File: config.mk
export PLATFORM = sky130hd
export DESIGN_NAME = axis_sync_fifo
export DESIGN_NICKNAME = d
export VERILOG_FILES = /design/src/rtl/axis_pkg.sv /design/src/rtl/axis_fifo_ram.sv /design/src/rtl/axis_sync_fifo.sv
export SDC_FILE = /design/constraint.sdc
export NUM_CORES = 2
export LEC_CHECK = 0
export ABC_AREA = 0
export BUFFER_PORTS_ARGS = -buffer_cell sky130_fd_sc_hd__buf_4
export CORE_UTILIZATION = 45
export CTS_BUF_LIST = sky130_fd_sc_hd__clkbuf_16
export DETAILED_ROUTE_END_ITERATION = 10
export PLACE_DENSITY = 0.69
export SYNTH_ARGS = -nofsm -noshare
export SYNTH_HDL_FRONTEND = slang
export SYNTH_HIERARCHICAL = 1
export SYNTH_SLANG_ARGS = --single-unit
File: constraint.sdc
create_clock -name aclk -period 4.7 [get_ports aclk]
set_input_delay 0.235 -clock aclk [delete_from_list [all_inputs] [get_ports aclk]]
set_output_delay 0.235 -clock aclk [all_outputs]
set_load 0.005 [all_outputs]
File: src/rtl/axis_pkg.sv
// Shared AXI4-Stream helpers: width arithmetic for optional sideband fields
// and the packed-beat layout used by FIFO storage.
package axis_pkg;

    localparam int AXIS_MAX_ID_WIDTH   = 32;
    localparam int AXIS_MAX_DEST_WIDTH = 32;

    function automatic int clog2(input int value);
        int result;
        int remaining;
        result    = 0;
        remaining = value - 1;
        while (remaining > 0) begin
            result    = result + 1;
            remaining = remaining >> 1;
        end
        return result;
    endfunction

    // Optional fields of zero width still need a 1-bit port.
    function automatic int port_width(input int width);
        return (width > 0) ? width : 1;
    endfunction

    function automatic int tuser_width(input int dataBytes, input int userPerByte);
        return dataBytes * userPerByte;
    endfunction

    function automatic int beat_width(
        input int dataBytes,
        input int idWidth,
        input int destWidth,
        input int userPerByte
    );
        return dataBytes * 8 + 2 * dataBytes + 1
             + port_width(idWidth)
             + port_width(destWidth)
             + port_width(tuser_width(dataBytes, userPerByte));
    endfunction

endpackage

File: src/rtl/axis_fifo_ram.sv
// Simple dual-port beat storage: synchronous write, asynchronous read so the
// output register can load the head entry in the same cycle it is addressed.
module axis_fifo_ram
    import axis_pkg::*;
#(
    parameter int WIDTH = 8,
    parameter int DEPTH = 32
)(
    input  logic                      i_clk,
    input  logic                      i_wr_en,
    input  logic [clog2(DEPTH)-1:0]   i_wr_addr,
    input  logic [WIDTH-1:0]          i_wr_data,
    input  logic [clog2(DEPTH)-1:0]   i_rd_addr,
    output logic [WIDTH-1:0]          o_rd_data
);

    logic [WIDTH-1:0] r_mem [DEPTH];

    always_ff @(posedge i_clk) begin
        if (i_wr_en) begin
            r_mem[i_wr_addr] <= i_wr_data;
        end
    end

    assign o_rd_data = r_mem[i_rd_addr];

endmodule

File: src/rtl/axis_sync_fifo.sv
// Single-clock AXI4-Stream FIFO with a first-word-fall-through registered master
// port and an optional packet mode that only releases whole stored packets.
module axis_sync_fifo
    import axis_pkg::*;
#(
    parameter int TDATA_BYTES          = 8,
    parameter int TID_WIDTH            = 0,
    parameter int TDEST_WIDTH          = 0,
    parameter int TUSER_WIDTH_PER_BYTE = 0,
    parameter int DEPTH_LOG2           = 5,
    parameter int PACKET_MODE          = 0
)(
    input  logic                                                      aclk,
    input  logic                                                      areset,

    input  logic                                                      s_axis_tvalid,
    output logic                                                      s_axis_tready,
    input  logic [TDATA_BYTES*8-1:0]                                  s_axis_tdata,
    input  logic [TDATA_BYTES-1:0]                                    s_axis_tstrb,
    input  logic [TDATA_BYTES-1:0]                                    s_axis_tkeep,
    input  logic                                                      s_axis_tlast,
    input  logic [port_width(TID_WIDTH)-1:0]                          s_axis_tid,
    input  logic [port_width(TDEST_WIDTH)-1:0]                        s_axis_tdest,
    input  logic [port_width(tuser_width(TDATA_BYTES, TUSER_WIDTH_PER_BYTE))-1:0] s_axis_tuser,

    output logic                                                      m_axis_tvalid,
    input  logic                                                      m_axis_tready,
    output logic [TDATA_BYTES*8-1:0]                                  m_axis_tdata,
    output logic [TDATA_BYTES-1:0]                                    m_axis_tstrb,
    output logic [TDATA_BYTES-1:0]                                    m_axis_tkeep,
    output logic                                                      m_axis_tlast,
    output logic [port_width(TID_WIDTH)-1:0]                          m_axis_tid,
    output logic [port_width(TDEST_WIDTH)-1:0]                        m_axis_tdest,
    output logic [port_width(tuser_width(TDATA_BYTES, TUSER_WIDTH_PER_BYTE))-1:0] m_axis_tuser,

    output logic [DEPTH_LOG2+1:0]                                     occupancy
);

    localparam int DATA_W   = TDATA_BYTES * 8;
    localparam int ID_W     = port_width(TID_WIDTH);
    localparam int DEST_W   = port_width(TDEST_WIDTH);
    localparam int USER_W   = port_width(tuser_width(TDATA_BYTES, TUSER_WIDTH_PER_BYTE));
    localparam int BEAT_W   = beat_width(TDATA_BYTES, TID_WIDTH, TDEST_WIDTH, TUSER_WIDTH_PER_BYTE);
    localparam int DEPTH    = 1 << DEPTH_LOG2;
    localparam int PTR_W    = DEPTH_LOG2 + 1;
    localparam int OCC_W    = DEPTH_LOG2 + 2;

    localparam int STRB_LSB = DATA_W;
    localparam int KEEP_LSB = STRB_LSB + TDATA_BYTES;
    localparam int LAST_BIT = KEEP_LSB + TDATA_BYTES;
    localparam int ID_LSB   = LAST_BIT + 1;
    localparam int DEST_LSB = ID_LSB + ID_W;
    localparam int USER_LSB = DEST_LSB + DEST_W;

    logic [PTR_W-1:0]  r_wr_ptr;
    logic [PTR_W-1:0]  r_rd_ptr;
    logic [PTR_W-1:0]  r_pkt_cnt;
    logic              r_s_ready;
    logic              r_m_valid;
    logic [BEAT_W-1:0] r_m_beat;
    logic [OCC_W-1:0]  r_occupancy;

    logic [ID_W-1:0]   w_s_tid;
    logic [DEST_W-1:0] w_s_tdest;
    logic [USER_W-1:0] w_s_tuser;
    logic [BEAT_W-1:0] w_wr_beat;
    logic [BEAT_W-1:0] w_rd_beat;
    logic              w_full;
    logic              w_empty;
    logic              w_wr_en;
    logic              w_release;
    logic              w_load;
    logic              w_pkt_inc;
    logic              w_pkt_dec;
    logic [PTR_W-1:0]  w_wr_ptr_next;
    logic [PTR_W-1:0]  w_rd_ptr_next;
    logic [PTR_W-1:0]  w_ram_count_next;
    logic [PTR_W-1:0]  w_pkt_cnt_next;
    logic              w_full_next;
    logic              w_m_valid_next;

    // Disabled sideband fields are stored as zero so the outputs read back 0.
    assign w_s_tid   = (TID_WIDTH > 0)            ? s_axis_tid   : '0;
    assign w_s_tdest = (TDEST_WIDTH > 0)          ? s_axis_tdest : '0;
    assign w_s_tuser = (TUSER_WIDTH_PER_BYTE > 0) ? s_axis_tuser : '0;

    assign w_wr_beat = {w_s_tuser, w_s_tdest, w_s_tid, s_axis_tlast,
                        s_axis_tkeep, s_axis_tstrb, s_axis_tdata};

    axis_fifo_ram #(
        .WIDTH (BEAT_W),
        .DEPTH (DEPTH)
    ) u_ram (
        .i_clk     (aclk),
        .i_wr_en   (w_wr_en),
        .i_wr_addr (r_wr_ptr[DEPTH_LOG2-1:0]),
        .i_wr_data (w_wr_beat),
        .i_rd_addr (r_rd_ptr[DEPTH_LOG2-1:0]),
        .o_rd_data (w_rd_beat)
    );

    assign w_full  = (r_wr_ptr[DEPTH_LOG2] != r_rd_ptr[DEPTH_LOG2])
                  && (r_wr_ptr[DEPTH_LOG2-1:0] == r_rd_ptr[DEPTH_LOG2-1:0]);
    assign w_empty = (r_wr_ptr == r_rd_ptr);

    assign w_wr_en = s_axis_tvalid && r_s_ready;

    // Releasing on full lets packets longer than the RAM stream through instead of deadlocking.
    assign w_release = (PACKET_MODE == 0) || (r_pkt_cnt != '0) || w_full;
    assign w_load    = !w_empty && w_release && (!r_m_valid || m_axis_tready);

    assign w_pkt_inc = w_wr_en && s_axis_tlast;
    assign w_pkt_dec = w_load && w_rd_beat[LAST_BIT];

    assign w_wr_ptr_next    = r_wr_ptr + PTR_W'(w_wr_en);
    assign w_rd_ptr_next    = r_rd_ptr + PTR_W'(w_load);
    assign w_ram_count_next = w_wr_ptr_next - w_rd_ptr_next;
    // Count can only reach DEPTH, so its top bit alone marks the full RAM.
    assign w_full_next      = w_ram_count_next[DEPTH_LOG2];
    assign w_m_valid_next   = w_load || (r_m_valid && !m_axis_tready);

    always_comb begin
        w_pkt_cnt_next = r_pkt_cnt;
        if (w_pkt_inc && !w_pkt_dec) begin
            w_pkt_cnt_next = r_pkt_cnt + PTR_W'(1);
        end else if (!w_pkt_inc && w_pkt_dec) begin
            w_pkt_cnt_next = r_pkt_cnt - PTR_W'(1);
        end
    end

    always_ff @(posedge aclk or posedge areset) begin
        if (areset) begin
            r_wr_ptr    <= '0;
            r_rd_ptr    <= '0;
            r_pkt_cnt   <= '0;
            r_s_ready   <= 1'b0;
            r_m_valid   <= 1'b0;
            r_m_beat    <= '0;
            r_occupancy <= '0;
        end else begin
            r_wr_ptr    <= w_wr_ptr_next;
            r_rd_ptr    <= w_rd_ptr_next;
            r_pkt_cnt   <= w_pkt_cnt_next;
            r_s_ready   <= !w_full_next;
            r_m_valid   <= w_m_valid_next;
            r_occupancy <= OCC_W'(w_ram_count_next) + OCC_W'(w_m_valid_next);
            if (w_load) begin
                r_m_beat <= w_rd_beat;
            end
        end
    end

    assign s_axis_tready = r_s_ready;
    assign m_axis_tvalid = r_m_valid;
    assign m_axis_tdata  = r_m_beat[DATA_W-1:0];
    assign m_axis_tstrb  = r_m_beat[STRB_LSB +: TDATA_BYTES];
    assign m_axis_tkeep  = r_m_beat[KEEP_LSB +: TDATA_BYTES];
    assign m_axis_tlast  = r_m_beat[LAST_BIT];
    assign m_axis_tid    = r_m_beat[ID_LSB +: ID_W];
    assign m_axis_tdest  = r_m_beat[DEST_LSB +: DEST_W];
    assign m_axis_tuser  = r_m_beat[USER_LSB +: USER_W];
    assign occupancy     = r_occupancy;

endmodule

==> key figures <==
Setup path
  – CP max FO: 16
  – R2R Path End: occupancy[5]
  – RR Startpoint: r_rd_ptr[1]
  – FF-to-FF path depth: 13
  – Arr. time, crit path: 4.25 ns
  – Reg2Reg Setup Slack: 1.22 ns
  – Nature of the critical path startpoint: flip-flop
  – Critical path class: flip-flop to flip-flop
  – Worst EP required: 5.47 ns
  – Worst setup EP type: flip-flop

Layout
  – Number of fill cells: 18100
  – P&R area growth vs syn: 15.3%
  – Layout net count: 5735
  – Share of cells above drive strength 1: 20.3%
  – Area of the multi-input gates: 22200 um^2
  – Reg area: 83400 um^2
  – Fin area: 123000 um^2

CTS
  – CTS tree: built
  – Post-CTS setup buffers: 0
  – Worst-path clk slew: 0.06 ns
  – Number of CTS-inserted buffers: 292
  – Root Buffer: clkbuf_16
  – Clock Sinks: 2793
  – H-tree levels: 5
  – Worst skew pair latency: 0.89 ns
  – Longest Clk Path Bufs: 4

GRT
  – Initial antenna violation count: 18
  – Total congestion overflow: 0
  – First-pass GRT wire length: 376 mm
  – GRT Resource Usage Total: 22.1%
  – Vias in the first global route: 53600
  – Pin count of the biggest net entering global routing: 153

Route
  – Met2 wire length: 132 mm
  – WL met3: 20.7 mm
  – M1 wire length: 105 mm
  – Drt total wl: 266 mm
  – DRC Markers: 0
  – Detailed-router iteration count before antenna repair: 6
  – Vias per cell: 5.97
  – 1st-iter DRT viols: 5825
  – ANT nets after route: 0
  – DR top layer: met5
  – Routed length per instance: 29.5 um
  – Routed vias: 53700

STA
  – Setup TNS: 0 ns
  – Max_slew headroom: 24.3%
  – Final worst setup slack: 1.22 ns
  – Layout Skew: 0.0502 ns
  – Fin crit share: 74.0%
  – Fin crit period: 3.48 ns
  – Endpoints failing hold: 0
  – Slew @ Worst Pin: 1.13 ns
  – Hold WS: 0.269 ns
  – Final slew viol count: 0
  – RSZ-0062 raised after global routing: false
  – Final setup fails: 0
  – Fmax: 0.288 GHz

Logic synthesis
  – Synth Register Bits: 2793
  – Synth area leader: edfxtp_1
  – Cells after Synth: 5112
  – Syn Std Cell Area: 106000 um^2
  – Top_reg_cell synth: edfxtp_1
  – Netlist cell types: 47
  – Post-synthesis average cell area: 20.8 um^2
  – Post-synthesis sequential area ratio: 78.4%
  – Post-synth top cells: edfxtp_1, mux2i_1, a22oi_1
  – Async SR Flop Fraction: 3.76%
  – Count leader, synth: edfxtp_1
  – Top cells by area, synth: edfxtp_1, mux4_2, mux2i_1
  – YS warnings: 6
  – Count of flip-flops with a built-in enable after synthesis: 2688
  – Post-synth top area share: 75.9%

Place
  – Dpl hpwl: 135 mm
  – Routability cong.: 0.760
  – Area post-placement: 113000 um^2
  – Port bufs: 177
  – Place WS: 1.22 ns

Floorplan
  – DIE AREA: 238000 um^2
  – Die Span Y: 488 um
  – Die width: 488 um
  – Initial core utilization: 45.2%
  – Placeable Area: 235000 um^2
  – I/O pin cnt: 181
  – Row count: 178

Worst hold path
  – Worst min-delay path startpoint: m_axis_tready
  – HP Class: input port to flip-flop
  – Worst Hold Depth: 3
  – Worst Hold End: m_axis_tvalid

Pwr
  – Max rail drop VDD: 0.000505 V
  – PwrDens: 564 nW/um^2
  – Leakage: 40.8 nW
  – Overall Power: 69.2 mW

Flow run
  – Maxcap violations: 0

Status
  – Status: finished clean
[through the flow]
step	util (%)	std cells
floorplan	-	5207
CTS	52.1	8995
global route	52.1	8995
global placement	48.0	8406
finish	52.1	8998
detailed placement	48.0	8406
[layout make-up]
| type | instances | share of cell area, % |
|---|---|---|
| Antenna cell | 3 | 0.00612 |
| Timing Repair Buffer | 419 | 3.39 |
| Tap cell | 3150 | 3.22 |
| Multi-Input combinational cell | 2115 | 18.1 |
| Clock buffer | 299 | 6.10 |
| Clock inverter | 205 | 1.11 |
| Sequential cell | 2793 | 68.0 |
| Inverter | 14 | 0.0470 |
[worst max-delay path by stage]
stage                        from            endpoint  slack (ns)  cells past startpoint
floorplan           s_axis_tready  u_ram/r_mem[28][0]       -0.50                      4
global placement      r_rd_ptr[1]        occupancy[5]        1.15                     12
detailed placement    r_rd_ptr[1]        occupancy[5]        1.22                     13
CTS                   r_rd_ptr[1]        occupancy[5]        1.22                     12
global route          r_rd_ptr[1]        occupancy[5]        0.98                     13
finish                r_rd_ptr[1]        occupancy[5]        1.22                     13
[where the power goes]
part | internal (mW) | switching (mW) | total [mW]
Sequential | 28.2 | 0.608 | 28.8
Clock | 12.4 | 9.07 | 21.5
Combinational | 8.00 | 10.8 | 18.8
Total | 48.6 | 20.5 | 69.2
[per-layer routing]
metal | up-vias | GRT usage, %
li1 | 22300 | -
met1 | 28300 | 29.4
met2 | 2559 | 36.9
met3 | 526 | 3.76
met4 | 16 | 6.95
met5 | - | 0
[what timing repair did]
item	CTS	global route
hold buffers	85	0
gates resized for setup	0	0
hold endpoints to repair	2644	0
[worst max-delay path, cell delays in order (launching register included)]
cell     delay [ns]
dfrtp_4        0.62
xnor2_1        0.19
nand4_1        0.13
nor3_1         0.39
a21oi_4        0.08
ha_1           0.22
ha_1           0.21
xnor2_1        0.15
ha_1           0.38
o21ai_0        0.18
a21oi_1        0.07
o21ai_0        0.28
nand2_1        0.12
xnor3_1        0.34
[registers in the layout, indices dropped and copies added (netlist names)]
name,cells
r_rd_ptr,6
u_ram/r_mem,2688
r_wr_ptr,6
m_axis_tvalid,1
occupancy,7
s_axis_tready,1
r_m_beat,84
[cells in the final DEF, fill, tap and decap left out, types with 93 or more instances in the layout]
cell type and count:
conb_1 96, clkbuf_16 299, a22oi_1 444, nand3_1 168, edfxtp_1 2688, inv_1 93, mux2i_1 672, mux4_2 336
buf_4 270, dfrtp_1 100
[cells by family after synthesis]
logic type	Yosys count	share of synthesized area, %
compound gates	566	3.97
xor+xnor	19	0.169
fa+ha+maj	12	0.148
buf+inv	299	1.42
flops	2793	78.4
mux	1092	14.3
other cells	1	0.00353
simple gates	330	1.60
No activity file was read; power rests on OpenSTA's default activity.
